===== src/rtl/spi_slv_frm_rx_if.sv =====
// SPI pin bundle plus committed-frame outputs of the SPI slave frame receiver.
// The master modport drives the SPI pins; the slave modport is the receiver side.
interface spi_slv_frm_rx_if #(
  parameter int unsigned FRM_W = 24
);
  logic             sclk;
  logic             csb;
  logic             mosi;
  logic             miso;
  logic             frm_vld;
  logic [FRM_W-9:0] frm_data;
  logic [7:0]       frm_crc;
  logic             crc_err;
  logic             len_err;

  modport master (
    output sclk, csb, mosi,
    input  miso, frm_vld, frm_data, frm_crc, crc_err, len_err
  );

  modport slave (
    input  sclk, csb, mosi,
    output miso, frm_vld, frm_data, frm_crc, crc_err, len_err
  );
endinterface


===== src/rtl/spi_slv_frm_rx.sv =====
// SPI slave frame receiver: oversamples the SPI pins, deserializes payload+CRC-8 frames,
// checks length and CRC, and commits one frame per chip-select window.
module spi_slv_frm_rx #(
  parameter int unsigned MODE        = 0,
  parameter int unsigned FRM_W       = 24,
  parameter int unsigned SYNC_STAGES = 2,
  parameter logic [7:0]  CRC_POLY    = 8'h07,
  parameter int unsigned MAX_FRM     = 4
) (
  input logic             clk_i,
  input logic             rst_i,
  spi_slv_frm_rx_if.slave bus
);

  localparam int unsigned BitW    = $clog2(FRM_W);
  localparam int unsigned FrmCntW = $clog2(MAX_FRM + 1);
  localparam int unsigned PayW    = FRM_W - 8;

  typedef enum logic [1:0] {StIdle, StShift, StCheck, StWaitHi} state_e;

  // Synchronizers are deliberately not reset so they keep tracking the pins during reset.
  logic [SYNC_STAGES-1:0] sclk_sync_q, csb_sync_q, mosi_sync_q;
  logic                   sclk_prev_q, csb_prev_q;

  always_ff @(posedge clk_i) begin
    sclk_sync_q <= {sclk_sync_q[SYNC_STAGES-2:0], bus.sclk};
    csb_sync_q  <= {csb_sync_q[SYNC_STAGES-2:0], bus.csb};
    mosi_sync_q <= {mosi_sync_q[SYNC_STAGES-2:0], bus.mosi};
    sclk_prev_q <= sclk_sync_q[SYNC_STAGES-1];
    csb_prev_q  <= csb_sync_q[SYNC_STAGES-1];
  end

  logic sclk_s, csb_s, mosi_s;
  logic sclk_rise, sclk_fall, csb_rise, csb_fall;

  assign sclk_s    = sclk_sync_q[SYNC_STAGES-1];
  assign csb_s     = csb_sync_q[SYNC_STAGES-1];
  assign mosi_s    = mosi_sync_q[SYNC_STAGES-1];
  assign sclk_rise = sclk_s & ~sclk_prev_q;
  assign sclk_fall = ~sclk_s & sclk_prev_q;
  assign csb_rise  = csb_s & ~csb_prev_q;
  assign csb_fall  = ~csb_s & csb_prev_q;

  state_e             state_q;
  logic [FRM_W-1:0]   sr_q;
  logic [BitW-1:0]    bit_cnt_q;
  logic [FrmCntW-1:0] frm_cnt_q;
  logic               sat_q;
  logic               vld_q;
  logic [PayW-1:0]    data_q;
  logic [7:0]         crc_q;
  logic               crc_err_q;
  logic               len_err_q;
  logic               miso_q;

  logic [7:0] crc_calc;
  always_comb begin
    crc_calc = 8'h00;
    for (int i = FRM_W - 1; i >= 8; i--) begin
      crc_calc = {crc_calc[6:0], 1'b0} ^ ((crc_calc[7] ^ sr_q[i]) ? CRC_POLY : 8'h00);
    end
  end

  logic len_ok;
  always_comb begin
    len_ok = (bit_cnt_q == '0);
    if (MODE == 0) begin
      len_ok = len_ok && (frm_cnt_q == FrmCntW'(1));
    end else begin
      len_ok = len_ok && (frm_cnt_q != '0) && !sat_q;
    end
  end

  always_ff @(posedge clk_i) begin
    if (rst_i) begin
      state_q   <= StIdle;
      sr_q      <= '0;
      bit_cnt_q <= '0;
      frm_cnt_q <= '0;
      sat_q     <= 1'b0;
      vld_q     <= 1'b0;
      data_q    <= '0;
      crc_q     <= '0;
      crc_err_q <= 1'b0;
      len_err_q <= 1'b0;
      miso_q    <= 1'b0;
    end else begin
      vld_q <= 1'b0;
      unique case (state_q)
        StIdle: begin
          if (csb_fall) begin
            state_q   <= StShift;
            sr_q      <= '0;
            bit_cnt_q <= '0;
            frm_cnt_q <= '0;
            sat_q     <= 1'b0;
          end else if (!csb_s) begin
            // Low without a seen fall: we joined mid-window (e.g. after reset), drop it.
            state_q <= StWaitHi;
          end
        end
        StShift: begin
          if (csb_rise) begin
            state_q <= StCheck;
          end else if (sclk_rise) begin
            sr_q <= {sr_q[FRM_W-2:0], mosi_s};
            if (bit_cnt_q == BitW'(FRM_W - 1)) begin
              bit_cnt_q <= '0;
              if (frm_cnt_q == FrmCntW'(MAX_FRM)) begin
                sat_q <= 1'b1;
              end else begin
                frm_cnt_q <= frm_cnt_q + FrmCntW'(1);
              end
            end else begin
              bit_cnt_q <= bit_cnt_q + BitW'(1);
            end
          end
        end
        StCheck: begin
          vld_q   <= 1'b1;
          state_q <= StIdle;
          if (len_ok) begin
            data_q    <= sr_q[FRM_W-1:8];
            crc_q     <= sr_q[7:0];
            crc_err_q <= (crc_calc != sr_q[7:0]);
            len_err_q <= 1'b0;
          end else begin
            crc_err_q <= 1'b0;
            len_err_q <= 1'b1;
          end
        end
        StWaitHi: begin
          if (csb_s) state_q <= StIdle;
        end
      endcase

      // Daisy-chain forward: the oldest bit leaves on each sclk fall, an FRM_W-bit delay line.
      if (csb_s) begin
        miso_q <= 1'b0;
      end else if ((MODE == 1) && (state_q == StShift) && sclk_fall) begin
        miso_q <= sr_q[FRM_W-1];
      end
    end
  end

  assign bus.miso     = miso_q;
  assign bus.frm_vld  = vld_q;
  assign bus.frm_data = data_q;
  assign bus.frm_crc  = crc_q;
  assign bus.crc_err  = crc_err_q;
  assign bus.len_err  = len_err_q;

endmodule

===== src/flat_wrapper.sv =====
// flat-port wrapper written by rule: the top's interface ports become plain ports
module spi_slv_frm_rx_flat 
#(
  parameter int unsigned MODE        = 0,
  parameter int unsigned FRM_W       = 24,
  parameter int unsigned SYNC_STAGES = 2,
  parameter logic [7:0]  CRC_POLY    = 8'h07,
  parameter int unsigned MAX_FRM     = 4
)
  (clk_i, rst_i, bus_sclk, bus_csb, bus_mosi, bus_miso, bus_frm_vld, bus_frm_data, bus_frm_crc, bus_crc_err, bus_len_err);
  spi_slv_frm_rx_if #(.FRM_W(FRM_W)) bus_i ();
  input logic clk_i;
  input logic rst_i;
  input wire logic [$bits(bus_i.sclk)-1:0] bus_sclk;
  input wire logic [$bits(bus_i.csb)-1:0] bus_csb;
  input wire logic [$bits(bus_i.mosi)-1:0] bus_mosi;
  output wire logic [$bits(bus_i.miso)-1:0] bus_miso;
  output wire logic [$bits(bus_i.frm_vld)-1:0] bus_frm_vld;
  output wire logic [$bits(bus_i.frm_data)-1:0] bus_frm_data;
  output wire logic [$bits(bus_i.frm_crc)-1:0] bus_frm_crc;
  output wire logic [$bits(bus_i.crc_err)-1:0] bus_crc_err;
  output wire logic [$bits(bus_i.len_err)-1:0] bus_len_err;
  assign bus_i.sclk = bus_sclk;
  assign bus_i.csb = bus_csb;
  assign bus_i.mosi = bus_mosi;
  assign bus_miso = bus_i.miso;
  assign bus_frm_vld = bus_i.frm_vld;
  assign bus_frm_data = bus_i.frm_data;
  assign bus_frm_crc = bus_i.frm_crc;
  assign bus_crc_err = bus_i.crc_err;
  assign bus_len_err = bus_i.len_err;
  spi_slv_frm_rx #(.MODE(MODE), .FRM_W(FRM_W), .SYNC_STAGES(SYNC_STAGES), .CRC_POLY(CRC_POLY), .MAX_FRM(MAX_FRM)) u_core (.clk_i(clk_i), .rst_i(rst_i), .bus(bus_i));
endmodule

===== config.mk =====
export PLATFORM = sky130hd
export DESIGN_NAME = spi_slv_frm_rx_flat
export DESIGN_NICKNAME = d
export VERILOG_FILES = /design/src/rtl/spi_slv_frm_rx_if.sv /design/src/rtl/spi_slv_frm_rx.sv /design/src/flat_wrapper.sv
export SDC_FILE = /design/constraint.sdc
export NUM_CORES = 1
export LEC_CHECK = 0
export BUFFER_PORTS_ARGS = -buffer_cell sky130_fd_sc_hd__buf_2
export CAP_MARGIN = 20
export CORE_UTILIZATION = 45
export CTS_BUF_LIST = sky130_fd_sc_hd__clkbuf_16
export DETAILED_ROUTE_END_ITERATION = 16
export GPL_ROUTABILITY_DRIVEN = 0
export SYNTH_ARGS = -nofsm -noshare
export SYNTH_HDL_FRONTEND = slang
export SYNTH_SLANG_ARGS = --single-unit

===== constraint.sdc =====
create_clock -name clk_i -period 2.2 [get_ports clk_i]
set_input_delay 0.33 -clock clk_i [delete_from_list [all_inputs] [get_ports clk_i]]
set_output_delay 0.33 -clock clk_i [all_outputs]
set_load 0.01 [all_outputs]

==> results of run 1 <==
[power breakdown]
part	switching, mW	leakage [nW]	internal [mW]	total, mW
clock	0.532	0.167	1.10	1.63
combinational	0.0904	0.711	0.0368	0.127
sequential	0.0147	0.559	1.27	1.28
[worst max-delay path by stage]
stage | from | slack (ns) | depth (start not counted) | to
floorplan | u_core.sr_q[18] | 0.39 | 6 | u_core.bus.crc_err
global placement | u_core.sr_q[22] | 0.36 | 5 | u_core.bus.crc_err
detailed placement | u_core.sr_q[22] | 0.30 | 5 | u_core.bus.crc_err
CTS | u_core.sr_q[21] | 0.29 | 5 | u_core.bus.crc_err
global route | u_core.state_q[0] | 0.16 | 5 | u_core.bit_cnt_q[3]
finish | u_core.sr_q[21] | 0.31 | 5 | u_core.bus.crc_err
[worst max-delay path: cells and delay by family (launching register included)]
family,cells,cell delay (ns)
AOI/OAI and AO/OA,2,0.24
DFF,1,0.49
and+or+nand+nor,1,0.35
xor gates and xnor gates,2,0.68
[cell families after synthesis]
| family | share of synthesized area (%) |
|---|---|
| muxes | 0.334 |
| xor gates and xnor gates | 15.1 |
| adders and majority gates | 2.09 |
| other | 0.125 |
| DFF | 46.2 |
| and+or+nand+nor | 16.0 |
| AOI/OAI and AO/OA | 15.4 |
| buffers and inverters | 4.81 |
[final cells by class]
| type | count | area [um2] | share of cell area, % |
|---|---|---|---|
| clock buffer | 9 | 225 | 6.39 |
| tap | 77 | 96.3 | 2.73 |
| timing repair buffer | 40 | 223 | 6.32 |
| sequential | 69 | 1380 | 39.2 |
| clock inverter | 7 | 115 | 3.27 |
| multi-input combinational | 204 | 1470 | 41.7 |
| inverter | 4 | 15.0 | 0.426 |
[state kept, by name, summed over array words and instances (netlist names), 2 cells and up]
register / count
u_core.bit_cnt_q: 5
u_core.bus.frm_crc: 8
u_core.bus.frm_data: 16
u_core.csb_sync_q: 2
u_core.frm_cnt_q: 3
u_core.mosi_sync_q: 2
u_core.sclk_sync_q: 2
u_core.sr_q: 24
u_core.state_q: 2
[layer usage]
metal	wire (um)	vias to the layer above	part of all wire (%)	GRT usage, %
met3	212	7	3.4	5.64
met1	2930	1085	47	24.3
li1	-	1112	-	-
met2	2970	38	48	30.3
met4	78	0	1.3	7.24
met5	0	-	0	0
[layout by cell type, fill, tap and decap left out, types with 8 or more instances in the layout]
cell and instances:
xnor2_1 17, clkbuf_16 9, nand3_1 30, xnor3_1 8, a22o_1 24, nor2_1 10, dfxtp_1 69, a21oi_1 34
buf_2 31, nand2_1 28, buf_4 9
==> impl_metrics.ini, run 1 <==
[run_status]
status = complete, no violations

[global_route]
grt.total_usage_pct = 19.0
overflow = 0
grt_pass1_vias = 1981
grt_pass1_wl_um = 10300
antenna_found_initial = 0
grt_max_degree = 28

[timing]
worst_pin_slew_ns = 0.500
worst_slack_ns = 0.313
finalClockSkew_ns = 0.00814
slew_violations = 0
finalHoldViolations = 0
post-route-period-util_pct = 85.8
relSlewSlack_pct = 66.4
timing.fmax_mhz = 530
period_needed_ns = 1.89
grt_setup_unrepaired = no
setup_tns_ns = 0
setup_viol = 0
whs_ns = 0.0975

[power]
ir_worst_vdd_uv = 651
p_leak_nw = 1.44
power_mw = 3.04
cellPowerDensity_nw_per_um2 = 863

[min_path]
hold-path-cell-count = 1
hold_path_end = u_core.csb_sync_q[0]
hold_class = in -> reg
worstHoldStart = bus_csb

[worst_setup_path]
startpoint_type = register
reg2reg_from = u_core.sr_q[21]
crit_required_ns = 2.41
rr_worst_depth = 5
crit_chain = xnor2_1 > xnor3_1 > or3_1 > a22oi_1 > a31oi_1
crit_slowest_cell = dfxtp_1
crit_fanout = 6
setup.worst_path.end_class = register
r2r_slack_ns = 0.31
criticalPathCategory = reg -> reg
crit_arrival_ns = 2.09
reg2reg_to = u_core.bus.crc_err
critPathMaxStageDelay_ns = 0.49

[synth]
ys_top_cells_by_area = dfxtp_1, a22o_1, xnor3_1, a21oi_1, nand3_1
netlist_instances = 306
async_flop_share_pct = 0
synth_area_leader_cell = dfxtp_1
netlist.area_leader.share_pct = 46.2
syn-num-nets = 316
synth.avg_cell_area_um2 = 9.78
seq_area_frac_synth_pct = 46.2
synth_edf_count = 0
synth_area_um2 = 2990
synth_cell_type_count = 39
netlist_top_cells_count = dfxtp_1, a21oi_1, nand3_1, nand2_1, a22o_1
yosys_warnings = 0
ys.flop_type = dfxtp_1
ys_ff_latch = 69
yosysMostFrequentCell = dfxtp_1

[clock_tree]
numCtsBuffers = 9
cts.sinks = 69
cts_buffer_depth = 2
clkSlewWorstSetupHoldPaths_ns = 0.06
hold_buffers = 0
cts-root-buf = clkbuf_16
cts_resized = 0
cts_tree = built
clock_latency_ns = 0.33
cts_setup_buffers = 0
cts_htree_levels = 3

[place]
pre_cts_ws_ns = 0.302
placed_area_um2 = 3180
place_inst = 394
dp_hpwl_um = 4090
portBuffers = 31

[layout]
fin_cells = 410
design_area_um2 = 3520
fin_util_pct = 55.2
nets = 338
num-fill-cells = 589
diodes = 0
areaGrowthSynthToFinish_pct = 17.7
drive_above_1_share_pct = 17.1

[floorplanning]
core_um2 = 6390
rows = 29
dieArea_um2 = 6980
dieWidth_um = 83.6
start_util_pct = 46.9
fp.dieH_um = 83.6
io-pin-count = 33

[route]
vias = 2242
wl_um = 6190
wl_per_cell_um = 15.1
avgViaCountPerCell = 5.47
dr.pass1.iters = 6
drc = 0
first_iter_violations = 137
ant_nets = 0

[job]
timing.max_cap.violations = 0
Note: power is estimated with default switching activity, not from simulation.
==> run 2, diff against run 1 <==
--- a/config.mk
+++ b/config.mk
@@ -11,6 +11,7 @@
 export CTS_BUF_LIST = sky130_fd_sc_hd__clkbuf_16
 export DETAILED_ROUTE_END_ITERATION = 16
 export GPL_ROUTABILITY_DRIVEN = 0
+export RECOVER_POWER = 100
 export SYNTH_ARGS = -nofsm -noshare
 export SYNTH_HDL_FRONTEND = slang
 export SYNTH_SLANG_ARGS = --single-unit
==> impl_metrics.ini, run 2 (synthesized netlist as in run 1, its figures left out) <==
[run_status]
status = complete, no violations

[timing]
post-route-period-util_pct = 86.0
worst_pin_slew_ns = 0.592
slew_violations = 0
timing.fmax_mhz = 528
setup_tns_ns = 0
grt_setup_unrepaired = no
relSlewSlack_pct = 60.5
period_needed_ns = 1.89
whs_ns = 0.100
finalHoldViolations = 0
finalClockSkew_ns = 0.00819
setup_viol = 0

[power]
ir_worst_vdd_uv = 651
p_leak_nw = 1.32
cellPowerDensity_nw_per_um2 = 871

[place]
portBuffers = 31
dp_hpwl_um = 4090

[floorplanning]
start_util_pct = 46.9
dieArea_um2 = 6980
rows = 29
fp.dieH_um = 83.6
dieWidth_um = 83.6
core_um2 = 6390
io-pin-count = 33

[worst_setup_path]
r2r_slack_ns = 0.31
startpoint_type = register
crit_required_ns = 2.45
crit_fanout = 27
reg2reg_from = u_core.state_q[0]
rr_worst_depth = 6
setup.worst_path.end_class = register
critPathLaunch = u_core.state_q[0]
criticalPathCategory = reg -> reg
reg2reg_to = u_core.sr_q[13]
crit_arrival_ns = 2.15

[layout]
areaGrowthSynthToFinish_pct = 16.4
multiInputGateArea_um2 = 1470
drive_above_1_share_pct = 9.01
num-fill-cells = 600
diodes = 0
final_common_cell = dfxtp_1
regArea_um2 = 1380
nets = 338
regMostFlops = u_core.sr_q
final_cell_mix = dfxtp_1, a21oi_1, nand3_1
largest_reg_flops = 24

[job]
timing.max_cap.violations = 0

[route]
vias = 2195
dr.pass1.iters = 5
wl_per_cell_um = 15.1
ant_nets = 0
avgViaCountPerCell = 5.35
wl_um = 6190
first_iter_violations = 125
drc = 0

[global_route]
grt_pass1_wl_um = 10300
grt_max_degree = 28
overflow = 0
antenna_found_initial = 0
grt_pass1_vias = 1981
grt.total_usage_pct = 19.0

[clock_tree]
clkSlewWorstSetupHoldPaths_ns = 0.06
cts_tree = built
cts_resized = 0
cts-root-buf = clkbuf_16
hold_buffers = 0
cts_buffer_depth = 2
numCtsBuffers = 9
cts.sinks = 69
cts_htree_levels = 3
cts_setup_buffers = 0
clock_latency_ns = 0.33

[min_path]
hold_path_end = u_core.csb_sync_q[0]
worstHoldStart = bus_csb
hold_class = in -> reg
hold-path-cell-count = 1
[run 2: cell types whose count changed in the layout (fill, tap and decap cells not counted)]
cell | before | now
buf_2 | 31 | 4
clkbuf_1 | 0 | 27
buf_4 | 9 | 7
clkbuf_2 | 0 | 2
[run 2: power breakdown]
| group | internal (mW) | total (mW) | switching (mW) |
|---|---|---|---|
| clock network | 1.10 | 1.63 | 0.528 |
| registers | 1.27 | 1.28 | 0.0148 |
| logic | 0.0348 | 0.125 | 0.0899 |
| total | 2.40 | 3.04 | 0.633 |
[run 2: worst max-delay path: stages, from the launching register on]
cell	delay [ns]
dfxtp_1	0.44
and2b_1	0.15
a31oi_1	0.13
nor2_1	0.22
clkbuf_2	0.53
nand3_1	0.15
a21oi_1	0.18
[run 2: layout make-up]
type	count	area share, %
Clock inverter	7	3.30
Tap cell	77	2.76
Clock buffer	9	6.46
Inverter	4	0.431
Timing Repair Buffer	40	5.28
Sequential cell	69	39.6
Multi-Input combinational cell	204	42.1
[run 2: worst max-delay path by stage]
stage,to,slack (ns)
finish,u_core.sr_q[13],0.31
global route,u_core.bit_cnt_q[1],0.10
detailed placement,u_core.bus.crc_err,0.30
CTS,u_core.bus.crc_err,0.29
global placement,u_core.bus.crc_err,0.36
floorplan,u_core.bus.crc_err,0.39
[run 2: per-layer routing]
metal | part of all wire, % | wire length (um) | track usage [%]
met5 | 0 | 0 | 0
met1 | 47 | 2890 | 24.3
met3 | 4.4 | 275 | 5.64
met2 | 48 | 2950 | 30.3
met4 | 1.2 | 76 | 7.24
[run 2: stage by stage]
step / setup slack [ns] / util (%) / total power [mW] / instance area, um2 / cells
after global routing: 0.101 / 54.6 / 3.14 / 3480 / 410
final: 0.307 / 54.6 / 3.04 / 3480 / 410
after global placement: 0.356 / 49.8 / 1.43 / 3180 / 394
after CTS: 0.288 / 55.2 / 3.07 / 3520 / 410
after floorplan: 0.395 / - / 1.40 / 2990 / 306
after detailed placement: 0.302 / 49.8 / 1.44 / 3180 / 394
==> run 3, diff against run 2 <==
--- a/config.mk
+++ b/config.mk
@@ -7,11 +7,13 @@
 export LEC_CHECK = 0
 export BUFFER_PORTS_ARGS = -buffer_cell sky130_fd_sc_hd__buf_2
 export CAP_MARGIN = 20
+export CORE_MARGIN = 2
 export CORE_UTILIZATION = 45
 export CTS_BUF_LIST = sky130_fd_sc_hd__clkbuf_16
 export DETAILED_ROUTE_END_ITERATION = 16
 export GPL_ROUTABILITY_DRIVEN = 0
 export RECOVER_POWER = 100
+export REMOVE_ABC_BUFFERS = 1
 export SYNTH_ARGS = -nofsm -noshare
 export SYNTH_HDL_FRONTEND = slang
 export SYNTH_SLANG_ARGS = --single-unit
==> impl_metrics.ini, run 3 (synthesized netlist as in run 1, its figures left out) <==
[worst_setup_path]
crit_fanout = 25
crit_required_ns = 2.45
criticalPathCategory = reg -> reg
setup.worst_path.end_class = register
crit_arrival_ns = 2.17
startpoint_type = register
r2r_slack_ns = 0.29

[clock_tree]
cts_htree_levels = 3
hold_buffers = 0
cts.sinks = 69
clock_latency_ns = 0.33
cts_buffer_depth = 2
clkSlewWorstSetupHoldPaths_ns = 0.06
cts-root-buf = clkbuf_16
cts_tree = built
numCtsBuffers = 9
cts_resized = 0
cts_setup_buffers = 0

[place]
portBuffers = 31
pre_cts_ws_ns = 0.268
place_inst = 393
dp_hpwl_um = 3970

[global_route]
overflow = 0
grt.total_usage_pct = 18.6
antenna_found_initial = 0
grt_pass1_wl_um = 10500
grt_max_degree = 27
grt_pass1_vias = 2116

[floorplanning]
core_um2 = 6390
rows = 29
start_util_pct = 46.9
dieArea_um2 = 7320
io-pin-count = 33
dieWidth_um = 85.6
fp.dieH_um = 85.6

[timing]
relSlewSlack_pct = 61.1
worst_pin_slew_ns = 0.583
setup_viol = 0
finalHoldViolations = 0
finalClockSkew_ns = 0.00513
setup_tns_ns = 0
whs_ns = 0.106
period_needed_ns = 1.91
slew_violations = 0
post-route-period-util_pct = 86.9
worst_slack_ns = 0.288
grt_setup_unrepaired = no
timing.fmax_mhz = 523

[run_status]
status = complete, no violations

[route]
wl_um = 6270
wl_per_cell_um = 15.3
ant_nets = 0
drc = 0
vias = 2221
first_iter_violations = 77
avgViaCountPerCell = 5.43
dr.pass1.iters = 4

[layout]
final_cell_mix = dfxtp_1, a21oi_1, nand3_1
final_common_cell = dfxtp_1
diodes = 0
regMostFlops = u_core.sr_q
nets = 337
areaGrowthSynthToFinish_pct = 15.4
drive_above_1_share_pct = 8.73
largest_reg_flops = 24
fin_cells = 409

[job]
timing.max_cap.violations = 0

[power]
p_leak_nw = 1.30
cellPowerDensity_nw_per_um2 = 844
ir_worst_vdd_uv = 510

[min_path]
hold_class = in -> reg
run 3: worst paths after layout:
kind / from / end / cells after the start
setup / recovery: u_core.state_q[0] / u_core.sr_q[1] / 6
hold / removal: bus_csb / u_core.csb_sync_q[0] / 1
setup reg to reg: u_core.state_q[0] / u_core.sr_q[1] / 6
hold reg to reg: u_core.csb_sync_q[0] / u_core.csb_sync_q[1] / 0
run 3: power breakdown:
group / leakage, nW / switching, mW / internal (mW)
clock network: 0.153 / 0.521 / 0.985
logic: 0.587 / 0.0941 / 0.0355
registers: 0.559 / 0.0146 / 1.27
total: 1.30 / 0.630 / 2.29
run 3: area by class of cell:
type / instances / area (um2)
Clock buffer: 9 / 225
Sequential cell: 69 / 1380
Fill cell: 583 / 2930
Inverter: 4 / 15.0
Multi-Input combinational cell: 204 / 1470
Timing Repair Buffer: 39 / 179
Clock inverter: 7 / 90.1
Tap cell: 77 / 96.3
run 3: critical path: stages (launching register included):
cell,delay [ns]
dfxtp_1,0.37
and2b_1,0.19
a31oi_1,0.29
or2_0,0.39
buf_4,0.36
nand2_1,0.10
a21oi_1,0.14
run 3: per-layer routing:
metal | up-vias | routed length (um) | GRT usage [%]
li1 | 1113 | - | -
met1 | 1058 | 2980 | 24.2
met2 | 45 | 2970 | 29.7
met3 | 5 | 276 | 5.49
met4 | 0 | 48 | 6.49
met5 | - | 0 | 0
run 3: per-stage QoR:
| step | power, mW | instance area [um2] | utilization, % |
|---|---|---|---|
| after floorplan | 1.38 | 2860 | - |
| after CTS | 2.96 | 3490 | 54.7 |
| after global routing | 3.02 | 3450 | 54.1 |
| after detailed placement | 1.44 | 3180 | 49.7 |
| final | 2.92 | 3450 | 54.1 |
| after global placement | 1.44 | 3180 | 49.7 |
